`src/rtl/fifo_drain_serializer.sv`:
```
// Pops 140-bit words from the read side of a clock-crossing FIFO and emits each one MSB-first as NUM_BEATS valid/ready beats.
// First beat appears 3 cycles after IDLE sees non-empty; m_ready low freezes the current beat, and no new pop happens until the word has drained.
module fifo_drain_serializer #(
  parameter int WIDTH     = 140,
  parameter int OUT_W     = 20,
  parameter int EMPTY_LAT = 3,
  parameter int CNT_W     = 16
) (
  input  logic             clk_out,
  input  logic             rst_n,
  input  logic             fifo_empty,
  input  logic [WIDTH-1:0] data_from_fifo,
  output logic             fifo_r_enable,
  output logic [OUT_W-1:0] m_data,
  output logic             m_valid,
  output logic             m_last,
  input  logic             m_ready,
  output logic             busy,
  output logic [CNT_W-1:0] words_read
);

  localparam int NUM_BEATS = WIDTH / OUT_W;
  localparam int BC_W      = (NUM_BEATS > 1) ? $clog2(NUM_BEATS) : 1;
  localparam int HO_W      = $clog2(EMPTY_LAT + 1);

  localparam logic [BC_W-1:0] LAST_BEAT = BC_W'(NUM_BEATS - 1);
  localparam logic [HO_W-1:0] HOLD_INIT = HO_W'(EMPTY_LAT);

  typedef enum logic [1:0] {
    IDLE = 2'd0,
    RD   = 2'd1,
    CAP  = 2'd2,
    SEND = 2'd3
  } state_t;

  state_t           state;
  state_t           state_nxt;
  logic [WIDTH-1:0] shreg;
  logic [BC_W-1:0]  beat_cnt;
  logic [HO_W-1:0]  holdoff;
  logic             pop_ok;
  logic             beat_fire;
  logic             last_beat;

  always_ff @(posedge clk_out or negedge rst_n) begin
    if (!rst_n) begin
      state <= IDLE;
    end else begin
      state <= state_nxt;
    end
  end

  always_comb begin
    state_nxt     = state;
    fifo_r_enable = 1'b0;
    m_valid       = 1'b0;
    case (state)
      IDLE: begin
        if ((holdoff == '0) && !fifo_empty) begin
          state_nxt = RD;
        end
      end
      RD: begin
        fifo_r_enable = 1'b1;
        // An empty flag here means the FIFO ignored the request.
        state_nxt = fifo_empty ? IDLE : CAP;
      end
      CAP: begin
        state_nxt = SEND;
      end
      SEND: begin
        m_valid = 1'b1;
        if (m_ready && last_beat) begin
          state_nxt = IDLE;
        end
      end
      default: begin
        state_nxt = IDLE;
      end
    endcase
  end

  assign last_beat = (beat_cnt == LAST_BEAT);
  assign m_last    = m_valid && last_beat;
  assign m_data    = shreg[WIDTH-1 -: OUT_W];
  assign busy      = (state != IDLE);
  assign pop_ok    = (state == RD) && !fifo_empty;
  assign beat_fire = m_valid && m_ready;

  always_ff @(posedge clk_out or negedge rst_n) begin
    if (!rst_n) begin
      shreg    <= '0;
      beat_cnt <= '0;
    end else if (state == CAP) begin
      shreg    <= data_from_fifo;
      beat_cnt <= '0;
    end else if (beat_fire) begin
      shreg    <= shreg << OUT_W;
      beat_cnt <= beat_cnt + 1'b1;
    end
  end

  // The FIFO's empty flag trails a pop by EMPTY_LAT cycles; blocking new
  // reads for that long keeps a stale "not empty" from causing a phantom pop.
  always_ff @(posedge clk_out or negedge rst_n) begin
    if (!rst_n) begin
      holdoff <= '0;
    end else if (pop_ok) begin
      holdoff <= HOLD_INIT;
    end else if (holdoff != '0) begin
      holdoff <= holdoff - 1'b1;
    end
  end

  always_ff @(posedge clk_out or negedge rst_n) begin
    if (!rst_n) begin
      words_read <= '0;
    end else if (pop_ok) begin
      words_read <= words_read + 1'b1;
    end
  end

endmodule

```
`config.mk`:
```
export PLATFORM = sky130hd
export DESIGN_NAME = fifo_drain_serializer
export DESIGN_NICKNAME = d
export VERILOG_FILES = /design/src/rtl/fifo_drain_serializer.sv
export SDC_FILE = /design/constraint.sdc
export NUM_CORES = 1
export LEC_CHECK = 0
export ABC_AREA = 1
export BUFFER_PORTS_ARGS = -buffer_cell sky130_fd_sc_hd__buf_2
export CAP_MARGIN = 20
export CORE_AREA = 3 3 122 124
export DETAILED_ROUTE_END_ITERATION = 8
export DIE_AREA = 0 0 125 127
export GPL_TIMING_DRIVEN = 0
export MAX_ROUTING_LAYER = met4
export PLACE_DENSITY = 0.79
export SYNTH_ARGS = -nofsm -noshare
export SYNTH_HDL_FRONTEND = slang
export SYNTH_SLANG_ARGS = --single-unit
```
`constraint.sdc`:
```
create_clock -name clk_out -period 1.4 [get_ports clk_out]
set_input_delay 0.21 -clock clk_out [delete_from_list [all_inputs] [get_ports clk_out]]
set_output_delay 0.21 -clock clk_out [all_outputs]
set_load 0.03 [all_outputs]
```
==> flow_summary.toml, run 1 <==
[run_status]
status = "complete, but fails checks"
violations = "negative setup slack"

[power_and_ir_drop]
power_frac_seq_pct = 30.4
combPwrFrac_pct = 51.1
p_per_area_nw_per_um2 = 2390
p_leak_nw = 5.01
intPower_mw = 15.1
ir_drop_uv = 1300
switching_share_pct = 39.9
power.switching_mw = 10.0
power.share.clock_pct = 18.6
total_power_mw = 25.1

[sta]
setup_slack_ns = -0.149
rsz0062_at_grt = "true"
max_freq_mhz = 646
holdWs_ns = 0.0000912
setup_viol = 85
fin_worst_skew_ns = 0.0102
slew_violations = 0
fin_setup_tns_ns = -2.03
period_share_pct = 111
tightest_slew_ns = 0.555
relSlewSlack_pct = 63.0
min_period_ns = 1.55
hold_viol_final = 0

[synth]
syn_nets = 926
ys_ff_latch = 163
synth.avg_cell_area_um2 = 9.62
synthTopCellsByArea = "dfrtp_1, o221ai_1, nand2_1, inv_1, buf_6"
yosysSeqAreaShare_pct = 54.5
async_flop_share_pct = 100
yosysMostFrequentCell = "nand2_1"
synth_warnings = 0
netlist.area_leader.share_pct = 54.5
synth-edff-count = 0
syn_area_um2 = 7480
yosys_most_used_dff = "dfrtp_1"
syn_inst = 778
synth_cell_types = 28
synth_top_cell_by_area = "dfrtp_1"
yosys-top-cells-count = "nand2_1, dfrtp_1, inv_1"

[layout]
n_antenna_cell = 0
num-fill-cells = 910
stdcell_area_um2 = 10500
area_growth_syn_to_layout_pct = 40.5
drive_gt1_share_pct = 38.6
nNetsFinal = 1176

[placed_design]
post_dp_cell_area_um2 = 8660
port_buffers = 183
dp_hpwl_um = 14000
gp_congestion = 0.854

[setup_path]
critPathMaxStageDelay_ns = 0.38
path_class = "reg2out"
crit_chain = "inv_1, ha_1, nand2_2, nor2_2, buf_6"
cpMaxStageDelayCell = "dfrtp_1"
critPathTopFamily = "flip-flops"
endpoint_kind = "primary output"
cp_max_fo = 2
critPathLaunchType = "flip-flop"
critPathBufInv = 2
required_ns = 1.19
worstPathArrival_ns = 1.34

[floorplanning]
io-pin-count = 184
rows = 43
dieArea_um2 = 15900
core_um2 = 13900
start_util_pct = 53.9
dieHeight_um = 127
die_w_um = 125

[route]
drtPass1Iterations = 5
routed_wl_um = 22100
dr.first_iter.drc_count = 457
post_drt_wl_per_cell_um = 18.1
vias_per_cell = 5.40
antenna_left = 0
routed-via-count = 6597
drc_errors = 0

[cts]
cts.path.max_buffers = 2
cts_root_buffer = "clkbuf_16"
cts_inserted_buffers = 17
clkTransAtPathRegs_ns = 0.06
clock_latency_ns = 0.42
clock-sinks = 163
cts_htree_levels = 4
cts_tree = "done"

[hold_path]
hp-class = "in2reg"

[global_routing]
antenna_found_initial = 0
grt_pass1_vias = 6563
grt_max_degree = 94
grt_pass1_wl_um = 31900
overflow = 0
globalRouteTotalUtil_pct = 25.9

[flow_run]
cap_violations = 0
-- power groups by stage --
stage / Clock, mW / Combinational (mW) / Sequential [mW]
after global routing: 4.93 / 13.9 / 7.80
after detailed placement: 0 / 9.37 / 7.57
after floorplan: 0 / 6.84 / 7.49
after global placement: 0 / 9.10 / 7.50
final: 4.67 / 12.8 / 7.63
after CTS: 4.66 / 9.83 / 7.49
-- final timing paths --
path                                     from    endpoint  slack (ns)  depth (start not counted)
max                               beat_cnt[0]      m_last       -0.15                          5
min                        data_from_fifo[64]   shreg[64]     0.00009                          3
max reg2reg                         flip-flop   shreg[51]       -0.06                          7
min reg2reg                        shreg[125]  shreg[125]        0.49                          2
max in group asynchronous               rst_n  shreg[126]        0.23                          3
min in group asynchronous               rst_n   shreg[13]        0.31                          2
-- area by class of cell --
| class | count | area (um2) | area share, % |
|---|---|---|---|
| repair buffers | 231 | 1520 | 14.5 |
| clock inverters | 10 | 105 | 1.00 |
| flip-flops and latches | 163 | 4080 | 38.9 |
| inverters | 146 | 561 | 5.33 |
| clock buffers | 22 | 484 | 4.61 |
| multi-input cells | 406 | 2900 | 27.6 |
| plain buffers | 63 | 633 | 6.02 |
| well taps | 180 | 225 | 2.14 |
-- tightest hold or removal path: stages --
cell and delay (ns):
buf_2 0.07, nand2_1 0.05, o221ai_2 0.05
-- cell families (layout without fill, tap and decap cells) --
family / after synthesis / after routing / synth area share, %
simple gates: 245 / 245 / 13.0
buf+inv: 209 / 472 / 13.7
flops: 163 / 163 / 54.5
compound gates: 148 / 148 / 17.1
xor+xnor: 9 / 9 / 1.05
fa+ha+maj: 4 / 4 / 0.669
-- metal layers --
metal	vias up	routed length (um)	global-route usage, %
met5	-	0	-
met3	55	1330	4.77
li1	3058	-	-
met2	276	11300	40.8
met1	3208	8870	33.8
met4	0	656	10.2
-- registers in the layout, indices dropped and copies added (netlist names), named ones only --
name,count
shreg,140
holdoff,2
state,1
beat_cnt,3
words_read,16
-- metrics by stage --
stage | utilization [%] | instances | worst slack, ns
after floorplan | - | 778 | 0.0120
after global placement | 62.1 | 1141 | -2.62
after detailed placement | 62.4 | 1142 | -0.275
after CTS | 69.7 | 1209 | -0.152
after global routing | 75.7 | 1221 | -0.219
final | 75.7 | 1221 | -0.149
-- cells in the final DEF, fill, tap and decap left out, drive strengths merged, types with 3 or more instances in the layout --
cell type,n
buf,249
nand2,208
dfrtp,163
inv,146
o221ai,100
clkbuf,35
dlygate4sd3,32
o21ai,27
nor2,21
o211ai,20
nand3,10
xnor2,6
clkinv,6
nand4,4
ha,4
xor2,3
-- timing repair --
action,4_1_cts,5_1_grt
setup endpoints to repair,150,153
pin swaps,0,7
setup buffers,3,5
gates resized for setup,33,125
hold buffers,32,0
endpoints found under the hold margin,101,0
gates cloned,0,7
(Power assumes the default switching activity.)
==> inputs of run 2 (changes only) <==
- ABC_AREA: 1 -> not set
- CORE_AREA: 3 3 122 124 -> 2 2 85 168
- DIE_AREA: 0 0 125 127 -> 0 0 87 170
- PLACE_DENSITY: 0.79 -> 0.77
==> flow_summary.toml, run 2 <==
[global_routing]
grt_max_degree = 95
grt_pass1_wl_um = 32200
grt_pass1_vias = 6682
overflow = 0
globalRouteTotalUtil_pct = 29.4
antenna_found_initial = 2

[synth]
synthTopCellsByArea = "dfrtp_1, nand2_1, a22oi_1, buf_4, xnor2_1"
syn_area_um2 = 6970
synth_warnings = 0
yosysSeqAreaShare_pct = 58.5
synth_top_cell_by_area = "dfrtp_1"
synth.avg_cell_area_um2 = 9.63
yosys_most_used_dff = "dfrtp_1"
synth-edff-count = 0
yosys-top-cells-count = "nand2_1, dfrtp_1, a22oi_1"
yosysMostFrequentCell = "nand2_1"
syn_nets = 872
syn_inst = 724
ys_ff_latch = 163
async_flop_share_pct = 100
synth_cell_types = 27
netlist.area_leader.share_pct = 58.5

[setup_path]
critPathLaunchType = "flip-flop"
endpoint_kind = "primary output"
r2r_slack_ns = -0.27
path_class = "reg2out"
worstPathArrival_ns = 1.47
required_ns = 1.19
cp_max_fo = 5

[route]
routed-via-count = 6521
drtPass1Iterations = 5
routed_wl_um = 23100
dr.first_iter.drc_count = 363
vias_per_cell = 5.62
drc_errors = 0
post_drt_wl_per_cell_um = 19.9
antenna_left = 0

[cts]
cts_htree_levels = 4
clock_latency_ns = 0.42
cts_inserted_buffers = 17
clkTransAtPathRegs_ns = 0.07
cts_root_buffer = "clkbuf_16"
cts.path.max_buffers = 2
cts_tree = "done"
clock-sinks = 163

[sta]
min_period_ns = 1.68
holdWs_ns = 0.00283
setup_viol = 158
hold_viol_final = 0
tightest_slew_ns = 0.545
slew_violations = 0
relSlewSlack_pct = 63.7
fin_worst_skew_ns = 0.00931
setup_slack_ns = -0.278
rsz0062_at_grt = "true"
period_share_pct = 120
max_freq_mhz = 596

[floorplanning]
core_um2 = 13400
rows = 60
dieHeight_um = 170
dieArea_um2 = 14800
start_util_pct = 51.9
io-pin-count = 184
die_w_um = 87

[placed_design]
dp_hpwl_um = 13100
port_buffers = 183
dp_slack_ns = -0.467
gp_congestion = 0.822

[layout]
largestRegisters = "shreg: 140 flops, words_read: 16 flops, beat_cnt: 3 flops"
largest_reg_flops = 140
regMostFlops = "shreg"
drive_gt1_share_pct = 60.2
mostFrequentLayoutCell = "buf_2"
final_cell_mix = "buf_2, dfrtp_1, nand2_2"
area_growth_syn_to_layout_pct = 60.1
post-route-util_pct = 83.1
nNetsFinal = 1138

[power_and_ir_drop]
p_per_area_nw_per_um2 = 2580
ir_drop_uv = 1380
p_leak_nw = 5.64

[hold_path]
hp-class = "in2reg"

[flow_run]
cap_violations = 0

[run_status]
violations = "negative setup slack"
status = "complete, but fails checks"
-- run 2: changes by cell type in the layout (fill, tap and decap cells not counted), moves of 20 or more --
| cell | previous run | this run |
|---|---|---|
| nand2_2 | 3 | 129 |
| a22oi_1 | 0 | 59 |
| nand2_4 | 2 | 47 |
| o21ai_0 | 24 | 0 |
| inv_1 | 140 | 4 |
| nand2_1 | 201 | 118 |
| o221ai_2 | 73 | 0 |
| o221ai_1 | 24 | 0 |
| a22oi_2 | 0 | 61 |
| dlygate4sd3_1 | 32 | 12 |
-- run 2: routing by layer --
metal	GRT usage (%)	share of wire [%]	up-vias
li1	-	-	2971
met1	28.2	32	3242
met2	55.2	59	239
met3	4.61	4.3	69
met4	13.9	4.8	0
met5	-	0	-
-- run 2: cells by family (layout without fill, tap and decap cells) --
kind of cell	count (synthesis)	count (layout)	synth area share, %
AND/OR/NAND/NOR	324	324	18.6
flip-flops	163	163	58.5
AO/OA/AOI/OAI	143	143	14.6
buffers and inverters	72	350	5.29
XOR/XNOR	17	17	2.14
adder cells (fa/ha/maj)	4	4	0.718
multiplexers	1	1	0.162
other	0	3	0
-- run 2: metrics by stage --
stage | setup TNS (ns) | instances | instance area (um2) | total power [mW]
floorplan | -0.209 | 724 | 7030 | 13.6
global placement | -437.38 | 1062 | 8140 | 15.6
detailed placement | -56.36 | 1063 | 8180 | 15.9
CTS | -24.89 | 1146 | 10400 | 26.0
global route | -32.18 | 1159 | 11200 | 30.2
finish | -22.91 | 1160 | 11200 | 28.8
-- run 2: what timing repair did --
item / in CTS / in global routing
buffers inserted: 26 / 21
hold buffers: 12 / 0
resized for setup: 260 / 247
hold endpoints to repair: 80 / 0
pin swaps: 96 / 58
gates cloned: 16 / 6
setup endpoints to repair: 158 / 163
-- run 2: worst paths after layout --
| path | start | end | cells past startpoint |
|---|---|---|---|
| hold / removal | data_from_fifo[10] | shreg[10] | 3 |
| setup reg to reg | state[0] | words_read[15] | 4 |
| hold reg to reg | words_read[15] | words_read[15] | 1 |
| max in group asynchronous | rst_n | shreg[9] | 3 |
| min in group asynchronous | rst_n | shreg[118] | 2 |
| setup / recovery | flip-flop | m_last | 4 |
-- run 2: layout make-up --
type | instances | area, um2
flip-flops and latches | 163 | 4090
fillers | 734 | 2280
plain buffers | 62 | 718
inverters | 4 | 15.0
repair buffers | 253 | 1950
well taps | 155 | 194
clock buffers | 18 | 429
diodes | 3 | 7.51
clock inverters | 13 | 149
multi-input cells | 489 | 3610
-- run 2: power by group --
| group | internal [mW] | switching, mW | total, mW | leakage (nW) |
|---|---|---|---|---|
| Sequential | 6.67 | 1.79 | 8.46 | 2.07 |
| Clock | 2.64 | 2.01 | 4.65 | 0.262 |
| Combinational | 7.71 | 7.95 | 15.7 | 3.31 |
| Total | 17.0 | 11.7 | 28.8 | 5.64 |
-- run 2: critical path, cell delays in order (launching register included) --
cell     delay (ns)
dfrtp_2        0.44
buf_6          0.13
and2_1         0.16
and3_4         0.18
buf_6          0.13
